## config.mk

```make
export PLATFORM = sky130hd
export DESIGN_NAME = rv_alu
export DESIGN_NICKNAME = d
export VERILOG_FILES = /design/src/rtl/rv_alu_pkg.sv /design/src/rtl/rv_alu_shifter.sv /design/src/rtl/rv_alu.sv
export SDC_FILE = /design/constraint.sdc
export NUM_CORES = 1
export LEC_CHECK = 0
export CAP_MARGIN = 5
export CORE_MARGIN = 2
export CORE_UTILIZATION = 25
export CTS_BUF_LIST = sky130_fd_sc_hd__clkbuf_8
export DETAILED_ROUTE_END_ITERATION = 8
export HOLD_SLACK_MARGIN = 0.03
export SLEW_MARGIN = 10
export SYNTH_ARGS = -nofsm -noshare
export SYNTH_HDL_FRONTEND = slang
export SYNTH_SLANG_ARGS = --single-unit
export TNS_END_PERCENT = 10
```

## constraint.sdc

```tcl
create_clock -name clk -period 14.72 [get_ports clk]
set_clock_uncertainty 0.1 [all_clocks]
set_input_delay 1.472 -clock clk [delete_from_list [all_inputs] [get_ports clk]]
set_output_delay 1.472 -clock clk [all_outputs]
set_load 0.03 [all_outputs]
```

## src/rtl/rv_alu_pkg.sv

```systemverilog
// Shared types and constants for the RV32I integer ALU.
package rv_alu_pkg;

  localparam int XLEN    = 32;
  localparam int SHAMT_W = 5;

  // funct3 encoding of the register/immediate ALU operations
  typedef enum logic [2:0] {
    ALU_ADD_SUB = 3'b000,
    ALU_SLL     = 3'b001,
    ALU_SLT     = 3'b010,
    ALU_SLTU    = 3'b011,
    ALU_XOR     = 3'b100,
    ALU_SRL_SRA = 3'b101,
    ALU_OR      = 3'b110,
    ALU_AND     = 3'b111
  } alu_op_e;

endpackage

```

## src/rtl/rv_alu_shifter.sv

```systemverilog
// Combinational 5-stage barrel shifter covering SLL, SRL and SRA.
module rv_alu_shifter
  import rv_alu_pkg::*;
(
  input  logic [XLEN-1:0]    data,
  input  logic [SHAMT_W-1:0] shamt,
  input  logic               dir_left,
  input  logic               arith,
  output logic [XLEN-1:0]    result
);

  // Right shifts fill with the sign bit only for SRA; left shifts always zero-fill.
  logic            fill;
  logic [XLEN-1:0] stg [SHAMT_W+1];

  assign fill   = arith & data[XLEN-1];
  assign stg[0] = data;

  // Stage i conditionally shifts by 2^i, selected by shamt[i].
  for (genvar i = 0; i < SHAMT_W; i++) begin : g_stage
    localparam int S = 1 << i;
    logic [XLEN-1:0] shl, shr;
    assign shl        = {stg[i][XLEN-1-S:0], {S{1'b0}}};
    assign shr        = {{S{fill}}, stg[i][XLEN-1:S]};
    assign stg[i+1]   = shamt[i] ? (dir_left ? shl : shr) : stg[i];
  end

  assign result = stg[SHAMT_W];

endmodule

```

## src/rtl/rv_alu.sv

```systemverilog
// RV32I execute-stage ALU with a single registered result stage.
module rv_alu
  import rv_alu_pkg::*;
(
  input  logic            clk,
  input  logic            rst,
  input  logic            in_valid,
  input  logic            funct7,
  input  logic [2:0]      alu_op,
  input  logic [XLEN-1:0] operand_a,
  input  logic [XLEN-1:0] operand_b,
  output logic [XLEN-1:0] alu_data,
  output logic            out_valid,
  output logic            zero
);

  alu_op_e         op;
  logic            sub;
  logic [XLEN-1:0] b_op;
  logic [XLEN:0]   sum_c;
  logic            lt_u, lt_s;
  logic [XLEN-1:0] shift_res;
  logic [XLEN-1:0] result;

  logic [XLEN-1:0] alu_data_d, alu_data_q;
  logic            zero_d, zero_q;
  logic            out_valid_d, out_valid_q;

  assign op = alu_op_e'(alu_op);

  // Shared adder: compares reuse the subtract path, so they force sub as well.
  always_comb begin
    sub   = ((op == ALU_ADD_SUB) && funct7) || (op == ALU_SLT) || (op == ALU_SLTU);
    b_op  = sub ? ~operand_b : operand_b;
    sum_c = {1'b0, operand_a} + {1'b0, b_op} + {{XLEN{1'b0}}, sub};
    // No carry out of a + ~b + 1 means a borrowed, i.e. a < b unsigned.
    lt_u  = ~sum_c[XLEN];
    // Differing signs cannot overflow the decision: a negative a is the smaller.
    lt_s  = (operand_a[XLEN-1] != operand_b[XLEN-1]) ? operand_a[XLEN-1] : sum_c[XLEN-1];
  end

  rv_alu_shifter u_shifter (
    .data     (operand_a),
    .shamt    (operand_b[SHAMT_W-1:0]),
    .dir_left (op == ALU_SLL),
    .arith    (funct7),
    .result   (shift_res)
  );

  // Result multiplexer; every funct3 code is defined so there is no illegal path.
  always_comb begin
    result = '0;
    case (op)
      ALU_ADD_SUB: result = sum_c[XLEN-1:0];
      ALU_SLL:     result = shift_res;
      ALU_SLT:     result = {{(XLEN-1){1'b0}}, lt_s};
      ALU_SLTU:    result = {{(XLEN-1){1'b0}}, lt_u};
      ALU_XOR:     result = operand_a ^ operand_b;
      ALU_SRL_SRA: result = shift_res;
      ALU_OR:      result = operand_a | operand_b;
      ALU_AND:     result = operand_a & operand_b;
      default:     result = '0;
    endcase
  end

  // Next-state: capture on valid input, otherwise hold data/zero and drop valid.
  always_comb begin
    alu_data_d  = alu_data_q;
    zero_d      = zero_q;
    out_valid_d = in_valid;
    if (in_valid) begin
      alu_data_d = result;
      zero_d     = (result == '0);
    end
  end

  // Output register; reset wins over an incoming valid operation.
  always_ff @(posedge clk) begin
    if (rst) begin
      alu_data_q  <= '0;
      zero_q      <= 1'b1;
      out_valid_q <= 1'b0;
    end else begin
      alu_data_q  <= alu_data_d;
      zero_q      <= zero_d;
      out_valid_q <= out_valid_d;
    end
  end

  assign alu_data  = alu_data_q;
  assign zero      = zero_q;
  assign out_valid = out_valid_q;

endmodule

```

==> metrics <==
pin count of the biggest net entering global routing=75; Synth async-reset ratio=0%; CP startpoint=alu_op[0]; WHS=0.362 ns; placed instance count=1990; Iter 0 DRT Violations=1489; Post-synth EDFFs=0; crit start category=primary input; largest fanout on the critical path=58; grt ovf=0; Global Route met1 Usage=33.0%; RD Place Congestion=1.05; number of synthesized register bits=34; post-CTS resize count=0; Initial Util=25.5%; DRC errors left=0; clock sinks=34; WL final=53200 um; IO Port Bufs=104; Final nets=1646; clock transition at the registers of the reported paths=0.07 ns; Die X=203 um; Adder-Cell Fraction of Synth Area=12.2%; status=complete, no violations; maximum VDD drop=0.0000307 V; setup bufs post-CTS=0; wire per inst=26.6 um; Die H=203 um; Simple-Gate Fraction of Synth Area=23.3%; die footprint=0.0413 sq mm; core area=0.0389 sq mm; Buf/Inv on CP=3; number of buffers created by CTS=5; CP Capture Type=flop; type of the worst setup path=in2reg; CP cell instances=buf_2, buf_4, nor2b_1, o21ai_4, buf_4, xnor2_1, ha_1, nor4bb_1, o21ai_0, a21o_1, a211oi_1, o31ai_1, or4_1, and3_1, and4_1, nand4b_1, and4b_1, a41o_1; syn_nets=1631; Final Hold Fails=0; Worst EP required=14.80 ns; internal power=0.000302 W; GR peak layer=met2; synthesized instance count=1464; Area Overhead vs Synth=14.0%; worst flop-to-flop path startpoint=zero$_SDFFE_PP1P_; Slew @ Worst Pin=1.27 ns; largest family of logic cells by synthesized area=compound AO/OA/AOI/OAI gates; drt first pass iters=6; Clock Path Buffers=2; final design area excluding fillers=0.0113 sq mm; Ant. Diodes=0; share of power burned in registers=15.9%; Synth Area per Inst=6.78 sq um; xor/xnor share of the synthesized area=4.50%; vias in the first global route=11505; Seq/Total Area, Yosys=6.86%; CTS tree=built; top post-synthesis cells by area=ha_1, dfxtp_1, a21oi_1, o21ai_0, nand2_1; Filler Cell Count=4342; Worst path top cell family by delay=compound AO/OA/AOI/OAI gates; top-area cell type share of the netlist area=12.0%; clock power share=10.7%; Rows=72; cell taking the most area after synthesis=ha_1; worst hold start=alu_data[22]$_SDFFE_PP0P_; Compound-Gate Fraction of Synth Area=37.8%; WP data arrival=6.65 ns; overall global routing resource usage=24.9%; final setup violation count=0; clk root buf=clkbuf_8; pwr dens=57.3 mW/mm^2; global-route wire length before repair=78100 um; Gate power share=73.4%; most instantiated library cell after synthesis=nand2_1; worst skew pair latency=0.28 ns; CP max-delay cell=a211oi_1; Max Cap Viol=0; antenna viol nets, final=0; library cells used by synthesis=94; post-DP HPWL=41500 um; Syn. warnings=0; fin cells=1998; fmax=152 MHz; CP peak stage delay=0.56 ns; NetSw=0.000346 W; GR Util met2=39.7%; Mapped Area=0.00992 sq mm; Top FF cell, synth=dfxtp_1; slew margin rel.=14.9%; met3 Use GR=3.34%; class of the worst hold path=reg2reg; share of cells above drive strength 1=5.74%; Hold Buf Count CTS=0; post-placement cell area=0.0112 sq mm; I/O pins=105; RSZ-0062 raised after global routing=false; fin crit share=44.7%; Commonest cells post-synth=nand2_1, nor2_1, a21oi_1; vias per cell=6.11; mux contribution to synthesized area=6.39%; Net Sw Frac=53.3%; Pins Over Slew Limit=0; Tot Pwr=0.000648 W; H-tree Lvls=2; Leakage=4.39 nW; cell mode on critical path=buf_4; initial antenna violation count=1; Vias=12215; Tmin final=6.58 ns; setup TNS=0 ns
-- metal layers --
layer / share of wire (%) / wire length (um)
met5: 0.023 / 12
met4: 5.7 / 3030
met3: 8.5 / 4500
met2: 45 / 23900
met1: 41 / 21700
-- power by group through the flow --
stage / Sequential (W) / Combinational, W / Clock, W
after global routing: 0.000104 / 0.000506 / 0.0000779
final: 0.000103 / 0.000475 / 0.0000694
after CTS: 0.000103 / 0.000463 / 0.0000722
after floorplan: 0.000118 / 0.000283 / 0
after global placement: 0.000105 / 0.000460 / 0
after detailed placement: 0.000105 / 0.000461 / 0
-- flip-flops by register name, indices dropped and copies added, names as in the netlist --
name / count
zero: 1
out_valid: 1
alu_data: 32
-- final timing paths --
path / end / slack, ns / depth (start not counted)
worst max-delay path: zero$_SDFFE_PP1P_ / 8.14 / 18
worst max register to register: zero$_SDFFE_PP1P_ / 13.83 / 2
worst min register to register: alu_data[22]$_SDFFE_PP0P_ / 0.36 / 2
worst min-delay path: alu_data[22]$_SDFFE_PP0P_ / 0.36 / 2
-- cell usage in the layout, fill, tap and decap left out, types with 34 or more instances in the layout --
cell type,instances
dfxtp_1,34
clkdlybuf4s50_1,100
xnor2_1,40
mux2i_1,45
inv_1,72
nand3_1,45
a21oi_1,122
o21ai_0,119
nand2_1,145
ha_1,95
nor2_1,134
a211oi_1,34
o211ai_1,34
-- cell families (layout without fill, tap and decap cells) --
logic type      count (synthesis)  count (layout)
xor+xnor                       51              51
compound gates                549             549
fa+ha+maj                      96              96
flops                          34              34
mux                            58              58
buf+inv                       199             215
simple gates                  477             477
-- worst reg2reg max path, stage by stage (launching register included) --
cell,delay [ns]
dfxtp_1,0.33
a21o_1,0.18
a41o_1,0.19
-- area by class of cell --
class	count	area, sq um	area share (%)
repair buffers	134	1250	11.0
multi-input cells	1231	8370	74.0
flip-flops and latches	34	681	6.02
well taps	518	648	5.73
clock buffers	6	82.6	0.730
inverters	73	274	2.42
clock inverters	2	8.76	0.0774
-- metrics by stage --
step / setup slack (ns) / utilization (%)
2_1_floorplan: 8.91 / -
3_3_place_gp: 8.00 / 28.8
3_5_place_dp: 7.92 / 28.8
4_1_cts: 8.21 / 29.1
5_1_grt: 7.84 / 29.1
6_report: 8.14 / 29.1
Power figures use the tool's default switching activity.
